**config.mk**
```make
export PLATFORM = sky130hd
export DESIGN_NAME = mult_cdb_buffer
export DESIGN_NICKNAME = d
export VERILOG_FILES = /design/src/rtl/sys_defs.sv /design/src/rtl/cdb_fifo.sv /design/src/rtl/mult_cdb_buffer.sv
export SDC_FILE = /design/constraint.sdc
export NUM_CORES = 1
export LEC_CHECK = 0
export BUFFER_PORTS_ARGS = -buffer_cell sky130_fd_sc_hd__buf_2
export CORE_MARGIN = 3
export CORE_UTILIZATION = 62
export DETAILED_ROUTE_END_ITERATION = 10
export PLACE_DENSITY_LB_ADDON = 0.25
export SETUP_SLACK_MARGIN = 0.4
export SLEW_MARGIN = 20
export SYNTH_ARGS = -nofsm -noshare
export SYNTH_HDL_FRONTEND = slang
export SYNTH_SLANG_ARGS = --single-unit
```
**constraint.sdc**
```tcl
create_clock -name clock -period 4 [get_ports clock]
set_input_delay 0.2 -clock clock [delete_from_list [all_inputs] [get_ports clock]]
set_output_delay 0.2 -clock clock [all_outputs]
set_load 0.02 [all_outputs]
```
**src/rtl/sys_defs.sv**
```systemverilog
`default_nettype none
// ============================================================================
// Package : sys_defs
// Purpose : Shared machine-wide definitions: multiplier latency and the
//           execute-complete packet carried from functional units to the CDB.
// Ports   : none (package)
// Rev     : 1.0  initial release
// ============================================================================
`ifndef MULT_STAGES
`define MULT_STAGES 4
`endif

package sys_defs;

  // Completed-op packet; the functional unit stamps result before done.
  typedef struct packed {
    logic        valid;
    logic [4:0]  rob_idx;
    logic [5:0]  dest_prn;
    logic [31:0] result;
  } EX_COMPLETE_ENTRY;

endpackage
`default_nettype wire

```
**src/rtl/cdb_fifo.sv**
```systemverilog
`default_nettype none
// ============================================================================
// Module  : cdb_fifo
// Purpose : Small type-generic FIFO with synchronous clear. The head entry is
//           visible combinationally; push and pop may coincide when full.
// Ports   : clock, reset      - clock / synchronous active-high reset
//           clear             - empties the FIFO (head snaps to tail)
//           push, push_data   - enqueue; ignored when full with no pop
//           pop               - dequeue; ignored when empty
//           head_data         - entry at the head pointer
//           count, full       - occupancy status
// Rev     : 1.0  initial release
// ============================================================================
module cdb_fifo #(
  parameter type T     = logic,
  parameter int  DEPTH = 4
) (
  input  logic                       clock,
  input  logic                       reset,
  input  logic                       clear,
  input  logic                       push,
  input  T                           push_data,
  input  logic                       pop,
  output T                           head_data,
  output logic [$clog2(DEPTH+1)-1:0] count,
  output logic                       full
);

  localparam int PW = $clog2(DEPTH);
  localparam int CW = $clog2(DEPTH+1);

  T                r_mem [DEPTH];
  logic [PW-1:0]   r_head;
  logic [PW-1:0]   r_tail;
  logic [CW-1:0]   r_count;
  logic            w_do_pop;
  logic            w_do_push;

  assign full      = (r_count == CW'(DEPTH));
  assign count     = r_count;
  assign head_data = r_mem[r_head];

  // A pop frees a slot in the same cycle, so a full FIFO still accepts a push.
  assign w_do_pop  = pop & (r_count != '0);
  assign w_do_push = push & (~full | w_do_pop);

  always_ff @(posedge clock) begin
    if (reset) begin
      r_head  <= '0;
      r_tail  <= '0;
      r_count <= '0;
    end else if (clear) begin
      r_head  <= r_tail;
      r_count <= '0;
    end else begin
      if (w_do_push) r_tail <= r_tail + PW'(1);
      if (w_do_pop)  r_head <= r_head + PW'(1);
      if (w_do_push & ~w_do_pop)      r_count <= r_count + CW'(1);
      else if (w_do_pop & ~w_do_push) r_count <= r_count - CW'(1);
    end
  end

  // Storage carries no reset; stale entries are never observed because the
  // consumer gates head_data on count.
  always_ff @(posedge clock) begin
    if (w_do_push & ~clear & ~reset) r_mem[r_tail] <= push_data;
  end

endmodule
`default_nettype wire

```
**src/rtl/mult_cdb_buffer.sv**
```systemverilog
`default_nettype none
// ============================================================================
// Module  : mult_cdb_buffer
// Purpose : Completion buffer behind the pipelined multiplier. Buffers
//           finished multiplies, requests the CDB with the oldest one, and
//           keeps issue credit so the FIFO can never be oversubscribed.
//           A flush empties the buffer and marks in-flight ops for discard.
// Ports   : clock, reset  - clock / synchronous active-high reset
//           issue_fire    - multiplier accepted an op this cycle
//           mult_done     - multiplier tail-stage done pulse
//           mult_meta     - completed packet (valid with mult_done)
//           flush         - squash buffered and in-flight results
//           cdb_grant     - CDB accepts the head packet
//           issue_ready   - issue may fire a multiply
//           cdb_req       - head packet valid, CDB requested
//           cdb_packet    - head packet ('0 when empty)
//           overflow      - sticky error flag, cleared only by reset
// Rev     : 1.0  initial release
// ============================================================================
`ifndef MULT_STAGES
`define MULT_STAGES 4
`endif

module mult_cdb_buffer
  import sys_defs::*;
#(
  parameter int DEPTH  = 4,
  parameter int STAGES = `MULT_STAGES
) (
  input  logic             clock,
  input  logic             reset,
  input  logic             issue_fire,
  input  logic             mult_done,
  input  EX_COMPLETE_ENTRY mult_meta,
  input  logic             flush,
  input  logic             cdb_grant,
  output logic             issue_ready,
  output logic             cdb_req,
  output EX_COMPLETE_ENTRY cdb_packet,
  output logic             overflow
);

  localparam int CW = $clog2(DEPTH+1);
  localparam int IW = $clog2(STAGES+1);
  // Wide enough for drop + inflight + 1 without wrapping.
  localparam int SW = IW + 2;
  localparam int RW = ((CW > IW) ? CW : IW) + 1;

  logic [CW-1:0]    w_count;
  logic             w_full;
  EX_COMPLETE_ENTRY w_head;
  logic [IW-1:0]    r_inflight;
  logic [IW-1:0]    r_drop;
  logic             r_overflow;

  logic             w_pop;
  logic             w_drop_hit;
  logic             w_push;
  logic             w_push_lost;
  logic             w_spurious;
  logic             w_dec;
  logic [SW-1:0]    w_inflight_next;
  logic             w_inflight_over;
  logic [SW-1:0]    w_drop_sum;
  logic [SW-1:0]    w_drop_flush;
  logic [RW-1:0]    w_occupancy;

  cdb_fifo #(
    .T     (EX_COMPLETE_ENTRY),
    .DEPTH (DEPTH)
  ) u_fifo (
    .clock     (clock),
    .reset     (reset),
    .clear     (flush),
    .push      (w_push),
    .push_data (mult_meta),
    .pop       (w_pop),
    .head_data (w_head),
    .count     (w_count),
    .full      (w_full)
  );

  assign cdb_req     = (w_count != '0) & ~flush;
  assign cdb_packet  = (w_count != '0) ? w_head : '0;
  assign w_occupancy = RW'(w_count) + RW'(r_inflight);
  assign issue_ready = (w_occupancy < RW'(DEPTH)) & ~flush;
  assign overflow    = r_overflow;

  // cdb_req already excludes flush, so a grant during flush does nothing.
  assign w_pop       = cdb_grant & cdb_req;
  assign w_drop_hit  = mult_done & (r_drop != '0);
  assign w_push      = mult_done & ~w_drop_hit & ~flush;
  assign w_push_lost = w_push & w_full & ~w_pop;
  assign w_spurious  = mult_done & (r_inflight == '0) & (r_drop == '0);

  // A completion with no live op recorded cannot retire a credit.
  assign w_dec           = w_push & (r_inflight != '0);
  assign w_inflight_next = SW'(r_inflight) + SW'(issue_fire) - SW'(w_dec);
  assign w_inflight_over = (w_inflight_next > SW'(STAGES));

  // On flush every live op (plus any issued this cycle) becomes a pending
  // discard, less the one completing this cycle.
  always_comb begin
    w_drop_sum   = SW'(r_drop) + SW'(r_inflight) + SW'(issue_fire);
    w_drop_flush = w_drop_sum;
    if (mult_done) begin
      w_drop_flush = (w_drop_sum == '0) ? '0 : w_drop_sum - SW'(1);
    end
    if (w_drop_flush > SW'(STAGES)) begin
      w_drop_flush = SW'(STAGES);
    end
  end

  always_ff @(posedge clock) begin
    if (reset) begin
      r_inflight <= '0;
      r_drop     <= '0;
      r_overflow <= 1'b0;
    end else if (flush) begin
      r_inflight <= '0;
      r_drop     <= IW'(w_drop_flush);
      if (w_spurious) r_overflow <= 1'b1;
    end else begin
      if (w_drop_hit) r_drop <= r_drop - IW'(1);
      r_inflight <= w_inflight_over ? IW'(STAGES) : IW'(w_inflight_next);
      if (w_inflight_over | w_push_lost | w_spurious) r_overflow <= 1'b1;
    end
  end

endmodule
`default_nettype wire

```
==> summary.txt <==
Worst Skew: 9.52 ps
Max frequency: 0.351 GHz
Post-DP HPWL: 8.80 mm
Crit-path cells: inv_1 -> ha_1 -> nand3b_2 -> nor4_1 -> and2_2 -> buf_4
Vias in the first global route: 4,520
DRC: 0
Vias per cell: 5.77
Setup TNS: 0 ps
Core area: 0.0122 mm²
Worst slew margin: 41.4%
CP Launch Point: r_drop[1]$_SDFFE_PP0P_
Design area: 0.00941 mm²
Worst skew pair latency: 410 ps
Die width: 119 µm
First-pass DRT Iterations: 4
P_int: 3650 µW
Worst flop-to-flop path startpoint: r_drop[1]$_SDFFE_PP0P_
Post-synthesis sequential area ratio: 70.9%
Power Density: 521 mW/mm²
Num rows: 40
Die H: 119 µm
CTS tree: built
Combinational share of power: 18.5%
Tmin final: 2850 ps
Setup-failing EPs final: 0
ANT nets after route: 0
GPL Wtd Cong: 0.771
Worst IR Drop VDD: 0.000430 V
Outcome: finished, final reports clean
Slew Limit Fails: 0
Min-delay src: mult_meta[2]
Initial DRC count: 291
Critical-path maximum fanout: 25
Clk root buf: clkbuf_16
Initial antenna violation count: 0
Vias post-DR: 4,186
Die area: 0.0141 mm²
Worst r2r path cells: 6
Starting Density: 64.7%
Worst Max-Slew Pin Slew: 880 ps
CP Depth: 6
Switching share of power: 25.6%
Layout cells sized above 1: 33.8%
CP startpoint kind: register
Hold/Removal Path Class: in2reg
H-tree Lvls: 4
RSZ-0062 raised after global routing: false
Synth Flop Type: edfxtp_1
Final period utilization: 71.2%
Final Hold Slack: 11.8 ps
Clk pin slew, worst setup/hold paths: 60 ps
EDFF count, synth: 176
P&R area growth vs syn: 19.1%
Total GRT Usage: 22.7%
Distinct cells, synth: 44
Post-Synthesis Cell Area: 0.00790 mm²
I/O Pins: 97
Global-route wire length before repair: 24.2 mm
Crit-path leading delay family: simple AND/OR/NAND/NOR gates
Clk pwr share: 33.4%
Worst EP arrival: 2930 ps
Mapped Cells: 412
Worst r2r dst: u_fifo.r_mem[0][19]$_DFFE_PP_
Worst path buffer plus inverter count: 2
Critical Path Sink Type: register
Sw Pwr: 1260 µW
Largest net degree at the start of global routing: 46
Synthesized flop and latch total: 192
FFs w/ async S/R, synth: 0%
Yosys warnings: 0
Final Net Count: 617
Slowest stage delay, CP: 700 ps
Num CTS Buffers: 17
Static leakage: 0.00331 µW
Port buffer count: 96
DRT Wirelength: 15.0 mm
Post-CTS Resized: 0
Max-Cap Viols: 0
Hold Fails Final Rpt: 0
Critical path required time: 4080 ps
Fill count: 704
Worst hold path depth: 1
Syn_nets: 483
Critical-path top delay cell: and2_2
Sinks on Clock Net: 192
Gr ovfl total: 0
Critical path endpoint: u_fifo.r_mem[0][19]$_DFFE_PP_
Kind of critical path: reg2reg
Reg power frac: 48.1%
FF-to-FF setup slack: 1150 ps
Maximum buffer depth of the clock tree: 2
Placed cell area: 0.00854 mm²
WL/cell: 20.7 µm
Post-Syn Area per Cell: 19.2 µm²
[area by class of cell]
| class | count | area, µm² | share of cell area, % |
|---|---|---|---|
| Timing Repair Buffer | 131 | 818 | 8.69 |
| Multi-Input combinational cell | 187 | 2130 | 22.6 |
| Clock inverter | 10 | 136 | 1.45 |
| Inverter | 17 | 63.8 | 0.678 |
| Sequential cell | 192 | 5610 | 59.6 |
| Tap cell | 168 | 210 | 2.23 |
| Clock buffer | 20 | 437 | 4.64 |
| Antenna cell | 1 | 2.50 | 0.0266 |
[how the worst min path moves through the flow]
stage | end | slack [ps]
finish | u_fifo.r_mem[0][2]$_DFFE_PP_ | 10
CTS | u_fifo.r_mem[0][2]$_DFFE_PP_ | 0.7
global route | u_fifo.r_mem[0][2]$_DFFE_PP_ | 2
floorplan | u_fifo.r_mem[0][0]$_DFFE_PP_ | 300
global placement | u_fifo.r_mem[0][10]$_DFFE_PP_ | 410
detailed placement | u_fifo.r_mem[0][31]$_DFFE_PP_ | 420
[registers in the layout, summed over array words and instances, names as in the netlist, named ones only]
register       flops
u_fifo.r_tail      2
u_fifo.r_head      2
overflow           1
u_fifo.count       3
r_drop             3
r_inflight         3
u_fifo.r_mem     176
[per-layer routing]
layer  GRT usage [%]  routed length, µm  vias up
met5               0                  0        -
met4            9.05                325        0
met3            5.94                795       26
met2            38.0               8060      144
met1            28.5               5830     2130
li1                -                  -     1886
[synthesized netlist by cell type (2+ instances only)]
| master | instances | area share (%) |
|---|---|---|
| dfxtp_1 | 16 | 4.1 |
| ha_1 | 17 | 2.7 |
| a211oi_1 | 3 | 0.28 |
| a21oi_1 | 7 | 0.44 |
| nor3_1 | 4 | 0.25 |
| o21ai_0 | 2 | 0.13 |
| fa_1 | 4 | 1.0 |
| a31oi_1 | 3 | 0.24 |
| inv_1 | 17 | 0.81 |
| mux2i_1 | 3 | 0.38 |
| and3b_1 | 2 | 0.22 |
| and3_1 | 3 | 0.24 |
| xnor2_1 | 4 | 0.44 |
| nor2b_1 | 50 | 4.0 |
| buf_6 | 5 | 0.71 |
| and2_1 | 4 | 0.32 |
| nor2_1 | 8 | 0.38 |
| clkbuf_1 | 5 | 0.24 |
| xor2_1 | 3 | 0.33 |
| a2111oi_2 | 2 | 0.38 |
| nand2b_1 | 3 | 0.24 |
| edfxtp_1 | 176 | 67 |
| buf_2 | 5 | 0.32 |
| nand2_1 | 3 | 0.14 |
| mux4_2 | 44 | 13 |
[cells in the final DEF, fill, tap and decap left out, types with 4 or more instances in the layout]
cell type      instances
edfxtp_1             176
buf_2                 96
nor2b_1               50
mux4_2                44
dlygate4sd3_1         30
inv_1                 17
ha_1                  17
clkbuf_16             17
dfxtp_1               14
nor2_1                 8
a21oi_1                7
buf_4                  5
nor3_1                 4
and2_2                 4
xnor2_1                4
fa_1                   4
[kinds of logic (layout without fill, tap and decap cells)]
group | count (synthesis) | count (layout) | share of synthesized area (%)
flip-flops | 192 | 192 | 70.9
other | 0 | 1 | 0
buffers and inverters | 33 | 178 | 2.17
AND/OR/NAND/NOR | 87 | 87 | 7.05
XOR/XNOR | 7 | 7 | 0.776
AO/OA/AOI/OAI | 25 | 25 | 2.45
adder cells (fa/ha/maj) | 21 | 21 | 3.70
multiplexers | 47 | 47 | 12.9
[what timing repair did]
| action | 4_1_cts | 5_1_grt |
|---|---|---|
| buffers inserted | 0 | 0 |
| hold buffers | 29 | 1 |
| endpoints found under the hold margin | 115 | 4 |
[metrics by stage]
step                setup slack (ps)  total power, µW  util [%]  cells
finish                          1150             4900      77.1    726
global route                     957             5110      77.0    725
CTS                             1140             4910      77.0    724
detailed placement              1150             3270      69.9    665
global placement                1270             3240      69.9    665
floorplan                       1400             3010         -    412
[power groups by stage]
stage | clock network, µW | registers (µW) | logic [µW]
5_1_grt | 1750 | 2370 | 994
3_3_place_gp | 0 | 2400 | 840
6_report | 1640 | 2360 | 907
2_1_floorplan | 0 | 2350 | 658
4_1_cts | 1650 | 2360 | 902
3_5_place_dp | 0 | 2400 | 872
Power figures use the tool's default switching activity.
